`config.mk`:
```
export PLATFORM = sky130hd
export DESIGN_NAME = sparse_row_streamer_flat
export DESIGN_NICKNAME = d
export VERILOG_FILES = /design/src/rtl/sparse_row_streamer_if.sv /design/src/rtl/sparse_row_streamer.sv /design/src/flat_wrapper.sv
export SDC_FILE = /design/constraint.sdc
export NUM_CORES = 1
export LEC_CHECK = 0
export BUFFER_PORTS_ARGS = -buffer_cell sky130_fd_sc_hd__buf_4
export CAP_MARGIN = 20
export CORE_MARGIN = 2
export CORE_UTILIZATION = 40
export DETAILED_ROUTE_END_ITERATION = 10
export GPL_ROUTABILITY_DRIVEN = 0
export GPL_TIMING_DRIVEN = 0
export PLACE_DENSITY = 0.63
export SLEW_MARGIN = 30
export SYNTH_ARGS = -nofsm -noshare
export SYNTH_HDL_FRONTEND = slang
export SYNTH_SLANG_ARGS = --single-unit
```
`constraint.sdc`:
```
create_clock -name clock -period 2.32 [get_ports clock]
set_input_delay 0.116 -clock clock [delete_from_list [all_inputs] [get_ports clock]]
set_output_delay 0.116 -clock clock [all_outputs]
set_load 0.03 [all_outputs]
```
`src/rtl/sparse_row_streamer_if.sv`:
```
// Handshake bundle between the fetch logic, the sparse row streamer and the accumulator.
// With SRS_UNDERRUN_CNT_EN defined the bundle also carries the starvation counter.
interface sparse_row_streamer_if #(
    parameter int DATA_W = 24,
    parameter int NZE_W  = 4,
    parameter int ROWS_W = 8
);
    logic              start;
    logic [ROWS_W-1:0] num_rows;
    logic              nze_valid;
    logic [NZE_W-1:0]  row_nze;
    logic              nze_ready;
    logic              val_valid;
    logic [DATA_W-1:0] val_data;
    logic              val_ready;
    logic [DATA_W:0]   element;
    logic              set_bit;
    logic [ROWS_W-1:0] row_index;
    logic              busy;
    logic              done;
    logic              underrun;
`ifdef SRS_UNDERRUN_CNT_EN
    logic [7:0]        underrun_cnt;
`endif

    modport master (
        input  start, num_rows, nze_valid, row_nze, val_valid, val_data,
        output nze_ready, val_ready, element, set_bit, row_index, busy, done, underrun
`ifdef SRS_UNDERRUN_CNT_EN
        , output underrun_cnt
`endif
    );

    modport slave (
        output start, num_rows, nze_valid, row_nze, val_valid, val_data,
        input  nze_ready, val_ready, element, set_bit, row_index, busy, done, underrun
`ifdef SRS_UNDERRUN_CNT_EN
        , input underrun_cnt
`endif
    );
endinterface

```
`src/rtl/sparse_row_streamer.sv`:
```
// Turns per-row NZE counts plus a value stream into the marked element stream, with drain bubbles per row.
// Define SRS_UNDERRUN_CNT_EN to add the saturating starvation-cycle counter underrun_cnt.
module sparse_row_streamer #(
    parameter int DATA_W       = 24,
    parameter int NZE_W        = 4,
    parameter int ROWS_W       = 8,
    parameter int DRAIN_CYCLES = 3
) (
    input  logic                  clock,
    input  logic                  reset,
    sparse_row_streamer_if.master bus
);
    typedef enum logic [2:0] {IDLE, FETCH, STREAM, DRAIN, DONE} state_t;

    state_t            state_reg;
    logic [ROWS_W-1:0] num_rows_reg;
    logic [ROWS_W-1:0] row_index_reg;
    logic [NZE_W-1:0]  remaining_reg;
    logic              first_reg;
    logic [3:0]        drain_reg;
    logic [DATA_W:0]   element_reg;
    logic              set_bit_reg;
    logic              done_reg;
    logic              underrun_reg;
`ifdef SRS_UNDERRUN_CNT_EN
    logic [7:0]        underrun_cnt_reg;
`endif

    always_ff @(posedge clock) begin
        if (reset) begin
            state_reg        <= IDLE;
            num_rows_reg     <= '0;
            row_index_reg    <= '0;
            remaining_reg    <= '0;
            first_reg        <= 1'b0;
            drain_reg        <= '0;
            element_reg      <= '0;
            set_bit_reg      <= 1'b0;
            done_reg         <= 1'b0;
            underrun_reg     <= 1'b0;
`ifdef SRS_UNDERRUN_CNT_EN
            underrun_cnt_reg <= '0;
`endif
        end else begin
            // Every cycle is a bubble unless a state below emits something.
            element_reg <= '0;
            set_bit_reg <= 1'b0;
            done_reg    <= 1'b0;
            case (state_reg)
                IDLE: begin
                    if (bus.start) begin
`ifdef SRS_UNDERRUN_CNT_EN
                        underrun_cnt_reg <= '0;
`endif
                        if (bus.num_rows != '0) begin
                            num_rows_reg  <= bus.num_rows;
                            row_index_reg <= '0;
                            underrun_reg  <= 1'b0;
                            state_reg     <= FETCH;
                        end else begin
                            done_reg <= 1'b1;
                        end
                    end
                end
                FETCH: begin
                    if (bus.nze_valid) begin
                        remaining_reg <= bus.row_nze;
                        if (bus.row_nze != '0) begin
                            first_reg <= 1'b1;
                            state_reg <= STREAM;
                        end else begin
                            // Empty row still needs a marker so the accumulator closes it.
                            element_reg <= {1'b1, {DATA_W{1'b0}}};
                            set_bit_reg <= 1'b1;
                            drain_reg   <= '0;
                            state_reg   <= DRAIN;
                        end
                    end
                end
                STREAM: begin
                    if (bus.val_valid) begin
                        element_reg   <= {remaining_reg == NZE_W'(1), bus.val_data};
                        set_bit_reg   <= first_reg;
                        first_reg     <= 1'b0;
                        remaining_reg <= remaining_reg - 1'b1;
                        if (remaining_reg == NZE_W'(1)) begin
                            drain_reg <= '0;
                            state_reg <= DRAIN;
                        end
                    end else begin
                        underrun_reg <= 1'b1;
`ifdef SRS_UNDERRUN_CNT_EN
                        if (underrun_cnt_reg != 8'hFF)
                            underrun_cnt_reg <= underrun_cnt_reg + 1'b1;
`endif
                    end
                end
                DRAIN: begin
                    if (drain_reg == 4'(DRAIN_CYCLES - 1)) begin
                        if (row_index_reg == num_rows_reg - 1'b1) begin
                            done_reg  <= 1'b1;
                            state_reg <= DONE;
                        end else begin
                            row_index_reg <= row_index_reg + 1'b1;
                            state_reg     <= FETCH;
                        end
                    end else begin
                        drain_reg <= drain_reg + 1'b1;
                    end
                end
                DONE: begin
                    row_index_reg <= '0;
                    state_reg     <= IDLE;
                end
                default: state_reg <= IDLE;
            endcase
        end
    end

    // Readies depend on the state register only, never on the partner's valid.
    assign bus.nze_ready = (state_reg == FETCH);
    assign bus.val_ready = (state_reg == STREAM);
    assign bus.busy      = (state_reg != IDLE);
    assign bus.element   = element_reg;
    assign bus.set_bit   = set_bit_reg;
    assign bus.row_index = row_index_reg;
    assign bus.done      = done_reg;
    assign bus.underrun  = underrun_reg;
`ifdef SRS_UNDERRUN_CNT_EN
    assign bus.underrun_cnt = underrun_cnt_reg;
`endif
endmodule

```
`src/flat_wrapper.sv`:
```
// flat-port wrapper written by rule: the top's interface ports become plain ports
module sparse_row_streamer_flat 
#(
    parameter int DATA_W       = 24,
    parameter int NZE_W        = 4,
    parameter int ROWS_W       = 8,
    parameter int DRAIN_CYCLES = 3
)
  (clock, reset, bus_start, bus_num_rows, bus_nze_valid, bus_row_nze, bus_val_valid, bus_val_data, bus_nze_ready, bus_val_ready, bus_element, bus_set_bit, bus_row_index, bus_busy, bus_done, bus_underrun);
  sparse_row_streamer_if #(.DATA_W(DATA_W), .NZE_W(NZE_W), .ROWS_W(ROWS_W)) bus_i ();
  input  logic clock;
  input  logic reset;
  input wire logic [$bits(bus_i.start)-1:0] bus_start;
  input wire logic [$bits(bus_i.num_rows)-1:0] bus_num_rows;
  input wire logic [$bits(bus_i.nze_valid)-1:0] bus_nze_valid;
  input wire logic [$bits(bus_i.row_nze)-1:0] bus_row_nze;
  input wire logic [$bits(bus_i.val_valid)-1:0] bus_val_valid;
  input wire logic [$bits(bus_i.val_data)-1:0] bus_val_data;
  output wire logic [$bits(bus_i.nze_ready)-1:0] bus_nze_ready;
  output wire logic [$bits(bus_i.val_ready)-1:0] bus_val_ready;
  output wire logic [$bits(bus_i.element)-1:0] bus_element;
  output wire logic [$bits(bus_i.set_bit)-1:0] bus_set_bit;
  output wire logic [$bits(bus_i.row_index)-1:0] bus_row_index;
  output wire logic [$bits(bus_i.busy)-1:0] bus_busy;
  output wire logic [$bits(bus_i.done)-1:0] bus_done;
  output wire logic [$bits(bus_i.underrun)-1:0] bus_underrun;
  assign bus_i.start = bus_start;
  assign bus_i.num_rows = bus_num_rows;
  assign bus_i.nze_valid = bus_nze_valid;
  assign bus_i.row_nze = bus_row_nze;
  assign bus_i.val_valid = bus_val_valid;
  assign bus_i.val_data = bus_val_data;
  assign bus_nze_ready = bus_i.nze_ready;
  assign bus_val_ready = bus_i.val_ready;
  assign bus_element = bus_i.element;
  assign bus_set_bit = bus_i.set_bit;
  assign bus_row_index = bus_i.row_index;
  assign bus_busy = bus_i.busy;
  assign bus_done = bus_i.done;
  assign bus_underrun = bus_i.underrun;
  sparse_row_streamer #(.DATA_W(DATA_W), .NZE_W(NZE_W), .ROWS_W(ROWS_W), .DRAIN_CYCLES(DRAIN_CYCLES)) u_core (.clock(clock), .reset(reset), .bus(bus_i));
endmodule
```
==> results.cfg <==
[logic_synthesis]
syn-num-nets = 335
synthXorXnorAreaFrac_pct = 4.08
syn_inst = 288
syn_area_um2 = 2570
synth_edf_count = 0
synth_ff_type = dfxtp_1
yosysTopAreaCell = dfxtp_1
synth_warnings = 0
yosysTopAreaCellShare_pct = 43.6
syn_avg_cell_area_um2 = 8.94
synthSimpleGateAreaFrac_pct = 26.5
ys_ff_latch = 56
seq_area_frac_synth_pct = 43.6
synthAdderAreaFrac_pct = 2.92
synth_compound_gate_area_share_pct = 14.8
synth.area.top_cells = dfxtp_1 44%, and2_1 6.3%, nor2_1 5.0%
synth_cell_types = 54
async_flop_share_pct = 0
synth.mux.area_fraction_pct = 2.72
synth_top_family_by_area = simple AND/OR/NAND/NOR gates

[cells_and_area]
area_growth_pct = 43.0
multiInputGateArea_um2 = 1380
layout.cells.non_filler = 478
regArea_um2 = 1130
fillers = 569
largest_reg_flops = 25
final_util_pct = 58.6
drive_gt1_share_pct = 28.4
nets = 447
n_antenna_cell = 0
layout_commonest_cell = buf_4
final_cell_mix = 82 x buf_4, 54 x dfxtp_1, 34 x nor2_1

[power]
p_comb_share_pct = 26.1
peakVddDrop_mv = 0.384
swShare_pct = 29.4
p_leak_nw = 1.58
power_mw = 2.30
powerDensity_nw_per_um2 = 626
seq_power_share_pct = 45.4
p_clk_share_pct = 28.5
switching_power_mw = 0.679
power.internal_mw = 1.63

[routing]
wl_per_cell_um = 13.1
routed_wl_mm = 6.25
drc = 0
firstDrtPassIters = 4
ant_nets = 0
via_per_inst = 4.95
vias = 2367
drtIter0Drc = 76

[setup_path]
worstSetupPathType = reg -> reg
cpPeakStageDelay_ns = 0.52
worstPathRequired_ns = 2.56
crit_buf_inv = 2
cp-end-kind = flop
r2r_start = u_core.drain_reg[0]
cp-start-kind = flop
slowest_stage = or4_4
crit_path_start = u_core.drain_reg[0]
crit_fanout = 8
arrival_ns = 2.40
crit_chain = inv_1 > ha_1 > nor3b_1 > nand2_1 > a22oi_1 > or4_4 > buf_6 > or3_1 > a21oi_1
crit_family = simple AND/OR/NAND/NOR gates

[sta]
skew_ns = 0.00450
worstMarginPinSlew_ns = 0.626
hold_viol = 0
max_slew_margin_pct = 58.1
max_clock_freq_mhz = 464
worst_hold_slack_ns = 0.0203
layout_worst_path_cycle_share_pct = 92.9
min_period_ns = 2.15
drv_slew = 0
setup_tns_ns = 0
setup_viol = 0
rsz0062_at_grt = false

[floorplan]
dieHeight_um = 84.2
core_area_um2 = 6280
die_x_um = 84.2
start_util_pct = 41.0
num_io_pins = 80
fp-row-count = 29
die_area_um2 = 7090

[clock_network]
cts_sinks = 56
clkLatencyLatePin_ns = 0.31
clkTransAtPathRegs_ns = 0.10
htree_num_levels = 2
root_buffer = clkbuf_8
clock_path_buffers = 2
cts_tree = done
cts-buffers-inserted = 5

[grt]
grt_start_max_net_pins = 18
grt_use_total_pct = 18.1
grt_pass1_wl_mm = 10.5
antenna_found_initial = 0
grt_pass1_vias = 2266
grt.overflow.total = 0

[hold_path]
hold_class = in -> reg
hold_start = bus_val_data[8]

[placed_design]
io_buffers = 78
dp_hpwl_mm = 4.37
numPlacedInstances = 443

[outcome]
outcome = completed

[job]
cap_violations = 0
[per-layer routing]
metal	GRT usage, %	vias up	wire length, um
li1	-	1229	-
met1	22.4	1102	2750
met2	32.4	31	3270
met3	3.15	5	161
met4	4.84	0	64
met5	0	-	0
[power by group through the flow]
stage / Clock [mW] / Sequential, mW / Combinational, mW
after floorplan: 0 / 1.09 / 0.358
after global placement: 0 / 1.07 / 0.531
after detailed placement: 0 / 1.07 / 0.540
after CTS: 0.677 / 1.05 / 0.594
after global routing: 0.713 / 1.05 / 0.666
final: 0.656 / 1.05 / 0.603
[path summary, 6_finish.rpt]
check | endpoint | slack [ns] | cells after the start
hold / removal | u_core.bus.element[8] | 0.02 | 2
hold reg to reg | u_core.bus.underrun | 0.50 | 2
setup reg to reg | u_core.drain_reg[1] | 0.17 | 9
setup / recovery | u_core.drain_reg[1] | 0.17 | 9
[worst reg2reg max path, cell delays in order, from the launching register on]
cell     delay, ns
dfxtp_1       0.36
inv_1         0.08
ha_1          0.21
nor3b_1       0.16
nand2_1       0.08
a22oi_1       0.06
or4_4         0.52
buf_6         0.15
or3_1         0.34
a21oi_1       0.13
[stage by stage]
step	instance area [um2]	setup WS, ns
2_1_floorplan	2570	0.0244
3_3_place_gp	3260	-0.159
3_5_place_dp	3260	-0.194
4_1_cts	3670	0.00234
5_1_grt	3680	0.00284
6_report	3680	0.165
[cells in the mapped netlist (2+ instances only)]
| cell type | n |
|---|---|
| mux2i_1 | 7 |
| ha_1 | 6 |
| or3_1 | 6 |
| nand3_1 | 5 |
| nor2_1 | 34 |
| a211oi_1 | 4 |
| buf_6 | 4 |
| o21ai_0 | 11 |
| xor2_1 | 7 |
| a22oi_1 | 4 |
| nand4_1 | 4 |
| a21oi_1 | 20 |
| o31ai_1 | 2 |
| nand3b_1 | 5 |
| nor3_1 | 5 |
| nor4_1 | 4 |
| dfxtp_1 | 56 |
| clkbuf_1 | 6 |
| a2111oi_0 | 3 |
| nand2_1 | 17 |
| nand2b_1 | 6 |
| and2_1 | 26 |
| xnor2_1 | 5 |
| inv_1 | 9 |
| buf_2 | 3 |
[cell families (layout without fill, tap and decap cells)]
group                    Yosys count  count (layout)
flip-flops                        56              56
adder cells (fa/ha/maj)            6               6
XOR/XNOR                          12              12
AND/OR/NAND/NOR                  124             124
buffers and inverters             25             137
multiplexers                       7               7
AO/OA/AOI/OAI                     58              59
[layout make-up]
cell class              count  area share (%)
plain buffers              14            2.41
clock buffers               6            1.97
clock inverters             2            1.05
inverters                  10            1.02
multi-input cells         208            37.4
flip-flops and latches     56            30.6
well taps                  77            2.62
repair buffers            105            23.0
[timing repair]
item / in CTS / in global routing
gates cloned: 1 / 0
gates resized for setup: 10 / 2
hold buffers: 23 / 0
pin swaps: 7 / 3
setup endpoints to repair: 8 / 11
endpoints found under the hold margin: 23 / 0
setup buffers: 4 / 0
Power figures use the tool's default switching activity.
